[config.mk]
export PLATFORM = sky130hd
export DESIGN_NAME = pll_seq_ctrl
export DESIGN_NICKNAME = d
export VERILOG_FILES = /design/src/rtl/pll_seq_ctrl.sv
export SDC_FILE = /design/constraint.sdc
export NUM_CORES = 1
export LEC_CHECK = 0
export ABC_CLOCK_PERIOD_IN_PS = 2700
export CORE_MARGIN = 8
export CORE_UTILIZATION = 40
export DETAILED_ROUTE_END_ITERATION = 10
export DONT_BUFFER_PORTS = 1
export GPL_ROUTABILITY_DRIVEN = 0
export PLACE_DENSITY = 0.63
export SYNTH_ARGS = -nofsm -noshare
export SYNTH_HDL_FRONTEND = slang
export SYNTH_SLANG_ARGS = --single-unit
[constraint.sdc]
create_clock -name clk -period 2.7 [get_ports clk]
set_input_delay 0.54 -clock clk [delete_from_list [all_inputs] [get_ports clk]]
set_output_delay 0.54 -clock clk [all_outputs]
set_load 0.02 [all_outputs]
[src/rtl/pll_seq_ctrl.sv]
// PLL bring-up sequencer: programs divider/VCO/loop-filter registers, verifies them by
// readback, enables the PLL and qualifies lock with bounded retries and a disable-first shutdown.
module pll_seq_ctrl #(
  parameter int LOCK_TIMEOUT = 1024,
  parameter int LOCK_STABLE  = 16,
  parameter int MAX_RETRY    = 2
) (
  input  logic       clk,
  input  logic       rst_n,
  input  logic       start,
  input  logic       abort,
  input  logic [7:0] cfg_div,
  input  logic [3:0] cfg_vco,
  input  logic [5:0] cfg_lpf,
  input  logic       pll_lock,
  output logic [7:0] reg_addr,
  output logic [7:0] reg_wdata,
  output logic       reg_wen,
  output logic       reg_ren,
  input  logic [7:0] reg_rdata,
  output logic       busy,
  output logic       locked,
  output logic       fail,
  output logic [1:0] err_code,
  output logic       lost_lock
);

  localparam int TW = $clog2(LOCK_TIMEOUT + 1);
  localparam int SW = $clog2(LOCK_STABLE + 1);
  localparam int RW = (MAX_RETRY > 0) ? $clog2(MAX_RETRY + 1) : 1;
  localparam logic [TW-1:0] TMO_LIM   = TW'(LOCK_TIMEOUT);
  localparam logic [SW-1:0] STAB_LIM  = SW'(LOCK_STABLE);
  localparam logic [RW-1:0] RETRY_LIM = RW'(MAX_RETRY);

  typedef enum logic [3:0] {
    IDLE      = 4'd0,
    WR_DIV    = 4'd1,
    WR_VCO    = 4'd2,
    WR_LPF    = 4'd3,
    RD_DIV    = 4'd4,
    RD_VCO    = 4'd5,
    RD_LPF    = 4'd6,
    CHK       = 4'd7,
    EN        = 4'd8,
    WAIT_LOCK = 4'd9,
    LOCKED    = 4'd10,
    DIS       = 4'd11,
    FAIL      = 4'd12
  } state_t;

  state_t        state_r, state_s, dis_tgt_r, dis_tgt_s;
  logic          sync1_r, lock_r;
  logic [TW-1:0] tmo_r, tmo_s, tmo_inc_s;
  logic [SW-1:0] stab_r, stab_s, stab_inc_s;
  logic [RW-1:0] retry_r, retry_s;
  logic [1:0]    err_pend_r, err_pend_s, err_code_s;
  logic [7:0]    cap_div_r, cap_div_s;
  logic [3:0]    cap_vco_r, cap_vco_s;
  logic [5:0]    cap_lpf_r, cap_lpf_s;
  logic          capture_s, lost_s;
  logic          wen_s, ren_s;
  logic [7:0]    addr_s, wdata_s;

  // Both counters saturate so a stuck state can never wrap back into a false match.
  assign tmo_inc_s  = (tmo_r == TMO_LIM) ? tmo_r : tmo_r + TW'(1);
  assign stab_inc_s = !lock_r ? {SW{1'b0}} : ((stab_r == STAB_LIM) ? stab_r : stab_r + SW'(1));

  assign cap_div_s = capture_s ? cfg_div : cap_div_r;
  assign cap_vco_s = capture_s ? cfg_vco : cap_vco_r;
  assign cap_lpf_s = capture_s ? cfg_lpf : cap_lpf_r;

  // Next-state logic; abort overrides everything outside IDLE and FAIL.
  always_comb begin
    state_s    = state_r;
    dis_tgt_s  = dis_tgt_r;
    tmo_s      = tmo_r;
    stab_s     = stab_r;
    retry_s    = retry_r;
    err_pend_s = err_pend_r;
    err_code_s = err_code;
    capture_s  = 1'b0;
    lost_s     = 1'b0;
    if (abort && (state_r != IDLE) && (state_r != FAIL)) begin
      state_s   = (state_r == DIS) ? IDLE : DIS;
      dis_tgt_s = IDLE;
    end else begin
      case (state_r)
        IDLE, FAIL: begin
          if (start) begin
            capture_s  = 1'b1;
            retry_s    = {RW{1'b0}};
            err_pend_s = 2'd0;
            err_code_s = 2'd0;
            state_s    = WR_DIV;
          end else begin
            state_s = state_r;
          end
        end
        WR_DIV: state_s = WR_VCO;
        WR_VCO: state_s = WR_LPF;
        WR_LPF: state_s = RD_DIV;
        RD_DIV: state_s = RD_VCO;
        RD_VCO: begin
          if (reg_rdata != cap_div_r) begin
            state_s = DIS; dis_tgt_s = FAIL; err_pend_s = 2'd1;
          end else begin
            state_s = RD_LPF;
          end
        end
        RD_LPF: begin
          if (reg_rdata != {4'b0000, cap_vco_r}) begin
            state_s = DIS; dis_tgt_s = FAIL; err_pend_s = 2'd1;
          end else begin
            state_s = CHK;
          end
        end
        CHK: begin
          if (reg_rdata != {2'b00, cap_lpf_r}) begin
            state_s = DIS; dis_tgt_s = FAIL; err_pend_s = 2'd1;
          end else begin
            state_s = EN;
          end
        end
        EN: begin
          state_s = WAIT_LOCK;
          tmo_s   = {TW{1'b0}};
          stab_s  = {SW{1'b0}};
        end
        WAIT_LOCK: begin
          tmo_s  = tmo_inc_s;
          stab_s = stab_inc_s;
          if (stab_inc_s == STAB_LIM) begin
            state_s = LOCKED;
          end else if (tmo_inc_s == TMO_LIM) begin
            state_s = DIS;
            if (retry_r < RETRY_LIM) begin
              retry_s   = retry_r + RW'(1);
              dis_tgt_s = EN;
            end else begin
              dis_tgt_s  = FAIL;
              err_pend_s = 2'd2;
            end
          end else begin
            state_s = WAIT_LOCK;
          end
        end
        LOCKED: begin
          if (!lock_r) begin
            lost_s  = 1'b1;
            state_s = WAIT_LOCK;
            tmo_s   = {TW{1'b0}};
            stab_s  = {SW{1'b0}};
          end else begin
            state_s = LOCKED;
          end
        end
        DIS: begin
          state_s = dis_tgt_r;
          if (dis_tgt_r == FAIL) begin
            err_code_s = err_pend_r;
          end else begin
            err_code_s = err_code;
          end
        end
        default: state_s = IDLE;
      endcase
    end
  end

  // Bus decode of the state being entered, so the registered strobes line up with the state.
  always_comb begin
    wen_s   = 1'b0;
    ren_s   = 1'b0;
    addr_s  = 8'h00;
    wdata_s = 8'h00;
    case (state_s)
      WR_DIV: begin wen_s = 1'b1; addr_s = 8'h00; wdata_s = cap_div_s; end
      WR_VCO: begin wen_s = 1'b1; addr_s = 8'h01; wdata_s = {4'b0000, cap_vco_s}; end
      WR_LPF: begin wen_s = 1'b1; addr_s = 8'h02; wdata_s = {2'b00, cap_lpf_s}; end
      RD_DIV: begin ren_s = 1'b1; addr_s = 8'h00; end
      RD_VCO: begin ren_s = 1'b1; addr_s = 8'h01; end
      RD_LPF: begin ren_s = 1'b1; addr_s = 8'h02; end
      EN:     begin wen_s = 1'b1; addr_s = 8'h03; wdata_s = 8'h01; end
      DIS:    begin wen_s = 1'b1; addr_s = 8'h03; wdata_s = 8'h00; end
      default: begin wen_s = 1'b0; ren_s = 1'b0; addr_s = 8'h00; wdata_s = 8'h00; end
    endcase
  end

  // State, counters, lock synchronizer, captured config and registered outputs.
  always_ff @(posedge clk or negedge rst_n) begin
    if (!rst_n) begin
      state_r    <= IDLE;
      dis_tgt_r  <= IDLE;
      sync1_r    <= 1'b0;
      lock_r     <= 1'b0;
      tmo_r      <= {TW{1'b0}};
      stab_r     <= {SW{1'b0}};
      retry_r    <= {RW{1'b0}};
      err_pend_r <= 2'd0;
      cap_div_r  <= 8'h00;
      cap_vco_r  <= 4'h0;
      cap_lpf_r  <= 6'h00;
      reg_addr   <= 8'h00;
      reg_wdata  <= 8'h00;
      reg_wen    <= 1'b0;
      reg_ren    <= 1'b0;
      busy       <= 1'b0;
      locked     <= 1'b0;
      fail       <= 1'b0;
      err_code   <= 2'd0;
      lost_lock  <= 1'b0;
    end else begin
      state_r    <= state_s;
      dis_tgt_r  <= dis_tgt_s;
      sync1_r    <= pll_lock;
      lock_r     <= sync1_r;
      tmo_r      <= tmo_s;
      stab_r     <= stab_s;
      retry_r    <= retry_s;
      err_pend_r <= err_pend_s;
      cap_div_r  <= cap_div_s;
      cap_vco_r  <= cap_vco_s;
      cap_lpf_r  <= cap_lpf_s;
      reg_addr   <= addr_s;
      reg_wdata  <= wdata_s;
      reg_wen    <= wen_s;
      reg_ren    <= ren_s;
      busy       <= !(state_s inside {IDLE, LOCKED, FAIL});
      locked     <= (state_s == LOCKED);
      fail       <= (state_s == FAIL);
      err_code   <= err_code_s;
      lost_lock  <= lost_s;
    end
  end

endmodule

# Word level (Yosys, flattened, before mapping)

Cells that the tools add are included.

Add/sub/neg operators: 3
$lt $le $gt $ge: 1
Eq/ne operators: 46
Multiplexer cells: 52
Bitwise operators: 1
Reduce and logical (&&, ||, !) cells: 23

Operators by type and width:

| operator                                                        | count |
|---|---|
| 4-bit two-way mux                                               | 12 |
| 4-bit one-hot mux with 12 select lines                          | 1 |
| 4-bit == test, second input constant                            | 10 |
| 11-bit one-hot mux with 3 select lines                          | 1 |
| 8-bit one-hot mux with 4 select lines                           | 1 |
| 2-bit two-way mux                                               | 15 |
| 4-bit by 3-bit == test with 1-bit output, second input constant | 7 |
| 11-bit == test, second input constant                           | 2 |
| 11-bit two-way mux                                              | 2 |
| 2-bit != test, second input constant                            | 9 |
| 4-bit by 2-bit == test with 1-bit output, second input constant | 4 |
| 4-bit one-hot mux with 4 select lines                           | 1 |
| 5-bit two-way mux                                               | 3 |
| 3-bit != test, second input constant                            | 5 |
| 5-bit one-hot mux with 3 select lines                           | 1 |
| 6-bit AND reduction                                             | 2 |
| 11-bit by 1-bit adder with 11-bit output, second input constant | 1 |
| 5-bit == test, second input constant                            | 2 |
| 2-bit one-hot mux with 5 select lines                           | 1 |
| 5-bit nonzero test                                              | 2 |
| 9-bit AND reduction                                             | 1 |
| 4-bit by 1-bit == test with 1-bit output, second input constant | 2 |
| 4-bit logical NOT                                               | 2 |
| 1-bit two-way mux                                               | 8 |
| other kinds (24)                                                | 31 |

Register bits after elaboration: 72
Input bits: 31
Output and inout bits: 24
Word-level logic and storage cells: 146

# Depth between registers and ports, before layout

Gate-level depths: netlist of the first run.

Depth after elaboration: 10
Mapped depth: 10
Mapped depth without buffers: 10

# Worst setup path before layout of the first run

OpenSTA, ideal clock, no wires.

Path kind: reg-to-reg
Start: register tmo_r[0]
End: register reg_wdata[1]
Setup time: 0.090 ns
Data arrival time: 2.422 ns
Data required time: 2.610 ns
Setup slack: 0.188 ns
Cell stages (with the launch flop): 10
Buffers on the path: 0
Clock period less this slack: 2.512 ns
Cells stage by stage: dfrtp_1 -> inv_1 -> ha_1 -> nor4b_4 -> a311o_1 -> a221oi_2 -> nand4_1 -> o211a_2 -> or4_4 -> o221ai_1

Cells in the longest elaborated chain, start to end: 9
Elaborated cells between the ends (all ways): 13
Classes of those cells: 1 x add/sub; 6 x eq/ne; 6 x mux

Ends and longest elaborated chain:

| what                                                                              | RTL line | RTL |
|---|---|---|
| start: declaration                                                                | 53       | `logic [TW-1:0] tmo_r, tmo_s, tmo_inc_s;` |
| start signal: assignment                                                          | 196      | `tmo_r <= {TW{1'b0}};` |
| start signal: assignment                                                          | 217      | `tmo_r <= tmo_s;` |
| 11-bit by 1-bit adder with 11-bit output / 11-bit == test (equally long branches) | 65       | `assign tmo_inc_s = (tmo_r == TMO_LIM) ? tmo_r : tmo_r + TW'(1);` |
| 11-bit two-way mux *                                                              | 65       |  |
| 11-bit == test *                                                                  | 134      | `end else if (tmo_inc_s == TMO_LIM) begin` |
| 2-bit two-way mux *                                                               | 134      |  |
| 2-bit two-way mux *                                                               | 132      | `if (stab_inc_s == STAB_LIM) begin` |
| 4-bit one-hot mux with 12 select lines *                                          | 87       | `case (state_r)` |
| 4-bit two-way mux *                                                               | 83       | `if (abort && (state_r != IDLE) && (state_r != FAIL)) begin` |
| 4-bit == test, or another cell as far along                                       | 176      | `case (state_s)` |
| 8-bit one-hot mux with 4 select lines *                                           | 176      |  |
| net wdata_s[1]                                                                    | 62       | `logic [7:0] addr_s, wdata_s;` |
| end signal: assignment                                                            | 225      | `reg_wdata <= wdata_s;` |
| end: declaration                                                                  | 17       | `output logic [7:0] reg_wdata,` |

The timed path passes the listed nets; every way through them passes the cells marked *.
A chain may end at the register's enable or synchronous reset.

# Worst setup path after layout of the first run

Start: register tmo_r[4]
End: register reg_wdata[3]

Same word-level chain as after synthesis.

==> results of run 1 <==
[sequential cells by signal, indices dropped and copies added, names as in the netlist, 2 cells and up]
register and flops:
stab_r 5, cap_vco_r 4, tmo_r 11, err_pend_r 2
dis_tgt_r 2, reg_addr 2, cap_lpf_r 6, err_code 2
state_r 4, cap_div_r 8, retry_r 2, reg_wdata 8
[critical path, stage by stage (launching register included)]
cell and delay [ps]:
dfrtp_1 540, nand3_1 240, o31a_1 370, nor4_4 270, nand4_1 220, o211a_4 220
or4_4 520, o221ai_1 200
[final timing paths]
check                           slack (ps)  depth (start not counted)           end
min in group clk                       210                          0       sync1_r
worst min register to register         360                          0        lock_r
worst max-delay path                    50                          7  reg_wdata[3]
worst min-delay path                    60                          1  cap_vco_r[0]
worst max register to register          50                          7  reg_wdata[3]
max in group asynchronous             2370                          1      tmo_r[5]
[routing by layer]
metal	track usage	wire length [um]	up-vias
met4	0.05413	164	0
met1	0.1848	4241	1600
met2	0.2784	5160	97
met3	0.05749	756	17
li1	-	-	1580
met5	0	0	-
[stage by stage]
stage | utilization | setup WS (ps)
floorplan | - | 187.9
global placement | 0.4330 | 93.18
detailed placement | 0.4330 | 16.97
CTS | 0.4596 | 14.68
global route | 0.4705 | 1.772
finish | 0.4705 | 46.76
[layout make-up]
cell class | instances | area share
clock inverters | 7 | 0.02283
clock buffers | 9 | 0.02757
repair buffers | 38 | 0.06878
well taps | 133 | 0.03704
flip-flops and latches | 64 | 0.3578
inverters | 21 | 0.01754
multi-input cells | 321 | 0.4684
[Yosys cell counts (3+ instances only)]
cell       n
and2_1     7
nor2b_1    4
a21o_1     4
a32o_1     3
nand2b_1  10
and3_1     4
a31oi_1    5
nor3b_1    3
nor3_1     9
nor2_1    25
o31ai_1    3
or4_1      3
clkbuf_1   9
o221ai_1   3
a21oi_1   14
xnor2_1   14
dfrtp_1   64
nand2_1   54
nand3_1   24
o21ai_0   36
nand4_1    7
xor2_1     8
buf_4      7
buf_2      7
mux2i_1   11
or4_4      3
ha_1       4
inv_1     19
[logic make-up after synthesis]
family / Yosys count / share of synthesized area
multiplexers: 13 / 0.03437
AND/OR/NAND/NOR: 173 / 0.2448
flip-flops: 64 / 0.4150
AO/OA/AOI/OAI: 103 / 0.1861
other: 1 / 0.0009718
adder cells (fa/ha/maj): 4 / 0.01297
buffers and inverters: 46 / 0.05577
XOR/XNOR: 22 / 0.04994
[power groups by stage]
stage / Sequential [W] / Combinational [W] / Clock, W
floorplan: 0.00153 / 0.00155 / 0
global placement: 0.00163 / 0.00204 / 0
detailed placement: 0.00164 / 0.00208 / 0
CTS: 0.00163 / 0.00212 / 0.000986
global route: 0.00166 / 0.00245 / 0.00102
finish: 0.00162 / 0.00222 / 0.000965
[repair_timing]
item                                    CTS  global route
gates resized for setup                   0            16
setup buffers                             0             7
endpoints found under the setup margin    0            11
hold endpoints to repair                 64             0
hold buffers                              1             0
==> impl_metrics.toml, run 1 <==
[layout]
syn2layout_area_growth_pct = 16.44
multi_input_area_um2 = 2105
fillers = 914
final_common_cell = "dfrtp_1"
regArea_um2 = 1608
nets = 490
final_area_um2 = 4493
mostFrequentLayoutCells = "dfrtp_1 (59), nand2_1 (53), o21ai_0 (36), buf_4 (36), nand3_1 (24)"
drive_above_1_share = 0.2087
num_antenna_cells = 0
stdcell_count = 593

[synthesis]
synth_ff_type = "dfrtp_1"
yosysTopAreaCell = "dfrtp_1"
syn_area_um2 = 3859
synth-edff-count = 0
synth_cell_types = 77
postSynthCellCount = 426
synth_area_leaders = "dfrtp_1 (42%), nand2_1 (5.3%), o21ai_0 (4.7%)"
synth_warnings = 0
async_flop_share = 1.000
avgSynthCellArea_um2 = 9.058
seq_area_frac_synth = 0.4150
ys_seq_elements = 64
synth_top_area_frac = 0.4150

[power_and_ir_drop]
pwr-share-clk = 0.201
p_sw_w = 0.002047
p_per_area_nw_per_um2 = 1071
p_seq_frac = 0.337
p_int_w = 0.002764
power_w = 0.004811
vdd_ir_drop_max_mv = 0.5234
pwr-share-comb = 0.462
p_leak_nw = 1.924
swShare = 0.4255

[setup_path]
end_kind = "register"
crit_path_start = "tmo_r[4]"
path_max_fanout = 8
crit_arrival_ps = 2930
reg2reg_from = "tmo_r[4]"
critPathLaunchType = "register"
worstPathRequired_ps = 2980
setup.worst_path.class = "reg2reg"

[clock_network]
h-tree-depth = 3
cts_root_buffer = "clkbuf_8"
cts.reportedPaths.clkPinSlew_ps = 90
clockBufferDepth = 2
cts_tree = "built"
cts-buffers-inserted = 9
worstSkewPairLatency_ps = 360
clkSinkCount = 64

[route]
dr.pass1.iters = 5
vias_per_cell = 5.555
drc = 0
drt-wirelength-per-cell_um = 17.41
ant_nets = 0
wl_um = 10320
num_vias = 3294
drt_iter0_drc = 232

[floorplan]
fp-row-count = 36
die_y_um = 114.2
die_w_um = 114.2
io_pins = 55
fp.dieArea_um2 = 13050
initial_core_util = 0.4041
core_um2 = 9549

[grt]
grt_pass1_vias = 3232
grt_max_degree = 65
grt.total_usage = 0.1629
globalRoute.totalOverflow = 0
grt_pass1_wl_um = 16650
antenna_found_initial = 0

[sta]
tightest_slew_ps = 708.1
finClkSkew_ps = 12.91
fin_tns_setup_ps = 0
report.final.slew_viol_count = 0
period_minus_slack_ps = 2653
fmaxAchievable_ghz = 0.3769
layout_worst_path_cycle_share = 0.9827
whs_ps = 59.41
rsz0062_at_grt = "no"
hold_violations = 0
setup_viol = 0
slew_headroom = 0.5157

[place]
dpl.hpwl_um = 7527
placed_area_um2 = 4135
numPortBuffers = 0
dp_cells = 569

[worst_hold_path]
min_path_type = "in2async"

[status]
status = "finished, final reports clean"

[run]
max-cap-violations = 0
No activity file was read; power rests on OpenSTA's default activity.
==> inputs of run 2 (changes only) <==
REMOVE_ABC_BUFFERS = 1   (was unset)
==> run 2 against run 1 <==
  * Sequential power about the same
  * Clock-buffer cell count rose by 2
  * Utilization decreased by 0.62 points
  * Critical path type unchanged
  * Largest cell class unchanged
==> impl_metrics.toml, run 2 (same netlist as run 1, synthesis figures left out) <==
[setup_path]
end_kind = "register"
cpMaxStageDelayCell = "or4_4"
path_max_fanout = 7
cpPeakStageDelay_ps = 500
path_cells = "inv_1, ha_1, or3b_2, mux2i_2, nand2b_1, o211a_1, nand2_2, or4_4, o221ai_1"
worstPathRequired_ps = 2960
critPathLaunchType = "register"
crit_arrival_ps = 2850
setup.worst_path.class = "reg2reg"

[layout]
regMostFlops = "tmo_r"
final_common_cell = "dfrtp_1"
largest_register_ffs = 11
top_regs = "tmo_r (11), cap_div_r (8), reg_wdata (8)"
multi_input_area_um2 = 2112
syn2layout_area_growth_pct = 14.92
nets = 486
fillers = 945
final_area_um2 = 4434
mostFrequentLayoutCells = "dfrtp_1 (59), nand2_1 (53), o21ai_0 (36)"
regArea_um2 = 1608
drive_above_1_share = 0.2048
num_antenna_cells = 0

[route]
ant_nets = 0
vias_per_cell = 5.491
drt_iter0_drc = 189
top_layer = "met4"
num_vias = 3223
wl_um = 9961
wl_met3_um = 647
drc = 0
drt-wirelength-per-cell_um = 16.97
routed-wl-met2_um = 4883
drt-met1-wl_um = 4333
dr.pass1.iters = 4

[status]
status = "finished, final reports clean"

[floorplan]
fp-row-count = 36
die_y_um = 114.2
fp.dieArea_um2 = 13050
core_um2 = 9549
initial_core_util = 0.4041
io_pins = 55
die_w_um = 114.2

[clock_network]
worstSkewPairLatency_ps = 350
cts_root_buffer = "clkbuf_8"
clkSinkCount = 64
h-tree-depth = 3
clockBufferDepth = 2
cts-buffers-inserted = 9
cts_tree = "built"
cts.reportedPaths.clkPinSlew_ps = 70

[sta]
finalWorstSetupSlack_ps = 113.0
report.final.slew_viol_count = 0
layout_worst_path_cycle_share = 0.9581
rsz0062_at_grt = "yes"
period_minus_slack_ps = 2587
fmaxAchievable_ghz = 0.3866
setup_viol = 0
hold_violations = 0
finClkSkew_ps = 9.039

[grt]
antenna_found_initial = 0
grt_max_degree = 65
globalRoute.totalOverflow = 0
grt_pass1_wl_um = 16470
grt.total_usage = 0.1591
grt_pass1_vias = 3255

[run]
max-cap-violations = 0

[place]
placed_area_um2 = 4135
dpl.hpwl_um = 7205
numPortBuffers = 0
post-place-ws_ps = 39.60

[power_and_ir_drop]
p_per_area_nw_per_um2 = 1054
p_leak_nw = 1.884
vdd_ir_drop_max_mv = 0.5081

[worst_hold_path]
min_path_type = "in2async"
-- run 2: cell count changes in the layout (fill, tap and decap cells not counted), sizes merged --
cell	before	now
buf	38	34
bufinv	2	1
clkbuf	9	11
inv	24	21
-- run 2: timing repair --
action,4_1_cts,5_1_grt
endpoints found under the setup margin,0,10
gates resized for setup,0,16
hold buffers,1,0
hold endpoints to repair,64,0
setup buffers,0,3
-- run 2: power by group --
part | switching (W) | internal, W | total [W]
clock | 0.000368 | 0.000465 | 0.000833
combinational | 0.00125 | 0.000974 | 0.00222
sequential | 0.000363 | 0.00126 | 0.00162
-- run 2: metrics by stage --
stage               std cells  power (W)  utilization  hold slack, ps  TNS, ps
CTS                       584   0.004603       0.4562           66.60        0
finish                    587   0.004672       0.4644           57.75        0
global placement          569   0.003701       0.4330           247.5        0
global route              587   0.004991       0.4644           64.26   -28.16
floorplan                 406   0.002988            -           244.4   -577.2
detailed placement        569   0.003726       0.4330           247.5        0
-- run 2: area by class of cell --
cell class                      count  share of cell area
Clock inverter                      3            0.009594
Multi-Input combinational cell    321              0.4763
Inverter                           21             0.01778
Sequential cell                    64              0.3626
Clock buffer                       11             0.03414
Timing Repair Buffer               34             0.06208
Tap cell                          133             0.03753
-- run 2: layer usage --
layer  up-vias  GRT usage
met4         0    0.04880
li1       1563          -
met2        91     0.2614
met3        11    0.05643
met1      1558     0.1903
met5         -          0
-- run 2: worst max-delay path: cells and delay by family, from the launching register on --
| family | cells | cell delay, ps |
|---|---|---|
| multiplexers | 1 | 230 |
| AND/OR/NAND/NOR | 4 | 1220 |
| AO/OA/AOI/OAI | 2 | 360 |
| flip-flops | 1 | 340 |
| buffers and inverters | 1 | 50 |
| adder cells (fa/ha/maj) | 1 | 310 |
-- run 2: final timing paths --
check                           from      endpoint  slack (ps)  depth (start not counted)
setup reg to reg           stab_r[0]  reg_wdata[1]         110                          9
setup / recovery           stab_r[0]  reg_wdata[1]         110                          9
min in group clk            pll_lock       sync1_r         220                          0
max in group asynchronous      rst_n  cap_div_r[0]        2360                          1
hold / removal                 rst_n     lost_lock          60                          1
hold reg to reg              sync1_r        lock_r         360                          0
==> inputs of run 3 (changes only) <==
PLACE_DENSITY = unset   (was 0.63)
PLACE_DENSITY_LB_ADDON = 0.12   (was unset)
==> run 3 against run 2 <==
  * Sequential power about the same
  * Register-to-register slack lost 20 ps
  * First-iteration DRC count up 17%
  * Hold slack better by 5.6 ps
  * Utilization rose by 0.66 points
  * Via count increased by 0.16%
  * Critical endpoint is now reg_wdata[2]
==> impl_metrics.toml, run 3 (same netlist as run 1, synthesis figures left out) <==
[power_and_ir_drop]
p_per_area_nw_per_um2 = 1049
pwr-share-comb = 0.475
vdd_ir_drop_max_mv = 0.3960
p_int_w = 0.002698
swShare = 0.4282
p_sw_w = 0.002021
p_leak_nw = 1.913
power_w = 0.004719
pwr-share-clk = 0.182
p_seq_frac = 0.344

[route]
drc = 0
num_vias = 3228
wl_um = 10100
dr.pass1.iters = 4
drt-wirelength-per-cell_um = 17.09
vias_per_cell = 5.462
drt_iter0_drc = 222
ant_nets = 0

[grt]
grt_pass1_wl_um = 17280
grt.total_usage = 0.1677
grt_pass1_vias = 3371
globalRoute.totalOverflow = 0
antenna_found_initial = 0
grt_max_degree = 65

[clock_network]
cts-buffers-inserted = 9
clkSinkCount = 64
cts.reportedPaths.clkPinSlew_ps = 80
cts_tree = "built"
cts_root_buffer = "clkbuf_8"
h-tree-depth = 3
worstSkewPairLatency_ps = 340
clockBufferDepth = 2

[place]
numPortBuffers = 0
post-place-ws_ps = 39.66
dpl.hpwl_um = 7571
dp_cells = 570

[floorplan]
fp-row-count = 36
io_pins = 55
core_um2 = 9549
initial_core_util = 0.4041
die_w_um = 114.2
fp.dieArea_um2 = 13050
die_y_um = 114.2

[setup_path]
path_max_fanout = 7
crit_arrival_ps = 2880
critPathLaunchType = "register"
worstPathRequired_ps = 2970
reg2reg_depth = 9
r2r_slack_ps = 90
end_kind = "register"
setup.worst_path.class = "reg2reg"

[worst_hold_path]
min_path_type = "in2async"

[layout]
num_antenna_cells = 0
largest_register_ffs = 11
syn2layout_area_growth_pct = 16.54
drive_above_1_share = 0.2118
mostFrequentLayoutCells = "dfrtp_1 (59), nand2_1 (53), o21ai_0 (36)"
fillers = 970
nets = 488
final_common_cell = "dfrtp_1"
regMostFlops = "tmo_r"
top_regs = "tmo_r (11), cap_div_r (8), reg_wdata (8)"
utilization = 0.4709
stdcell_count = 591

[sta]
hold_violations = 0
rsz0062_at_grt = "yes"
finalWorstSetupSlack_ps = 88.02
period_minus_slack_ps = 2612
tightest_slew_ps = 591.6
fmaxAchievable_ghz = 0.3829
setup_viol = 0
report.final.slew_viol_count = 0
layout_worst_path_cycle_share = 0.9674
finClkSkew_ps = 8.430
slew_headroom = 0.6039

[status]
status = "finished, final reports clean"

[run]
max-cap-violations = 0
[run 3: stage by stage]
| step | TNS [ps] | hold slack, ps | cell area [um^2] |
|---|---|---|---|
| 2_1_floorplan | -577.2 | 244.4 | 3741 |
| 3_3_place_gp | 0 | 247.5 | 4143 |
| 3_5_place_dp | 0 | 247.5 | 4143 |
| 4_1_cts | 0 | 65.38 | 4375 |
| 5_1_grt | -9.735 | 61.85 | 4497 |
| 6_report | 0 | 63.39 | 4497 |
[run 3: power groups by stage]
stage	registers, W	clock network [W]	logic [W]
floorplan	0.00161	0	0.00138
global placement	0.00164	0	0.00212
detailed placement	0.00164	0	0.00212
CTS	0.00163	0.000897	0.00216
global route	0.00167	0.000942	0.00249
finish	0.00162	0.000858	0.00224
[run 3: routing by layer]
metal  part of all wire  vias to the layer above  GRT usage
li1                   -                     1571          -
met1               0.44                     1575     0.2061
met2               0.49                       75     0.2768
met3              0.057                        7    0.04694
met4              0.010                        0    0.05413
met5                  0                        -          0
[run 3: timing repair]
action / CTS / global route
hold buffers: 1 / 0
setup buffers: 0 / 4
endpoints found under the hold margin: 64 / 0
gates resized for setup: 0 / 21
setup endpoints to repair: 0 / 12
[run 3: final cells by class]
type	count	area [um^2]	area share
inverter	21	78.83	0.01753
sequential	64	1608	0.3575
timing repair buffer	36	290.3	0.06455
clock inverter	6	67.56	0.01503
clock buffer	10	137.6	0.03061
tap	133	166.4	0.03701
multi-input combinational	321	2148	0.4777
[run 3: critical path: stages, from the launching register on]
cell and delay (ps):
dfrtp_2 450, inv_1 60, ha_1 130, nor4b_4 300, nand4b_4 170, a221oi_2 270, nand4_1 200, o211a_4 200
or4_4 570, o221ai_2 170
[run 3: path summary, 6_finish.rpt]
path / startpoint / endpoint
worst max-delay path: tmo_r[1] / reg_wdata[2]
worst min-delay path: rst_n / stab_r[0]
worst max register to register: tmo_r[1] / reg_wdata[2]
max in group asynchronous: rst_n / dis_tgt_r[2]
worst min register to register: sync1_r / lock_r
min in group clk: pll_lock / sync1_r
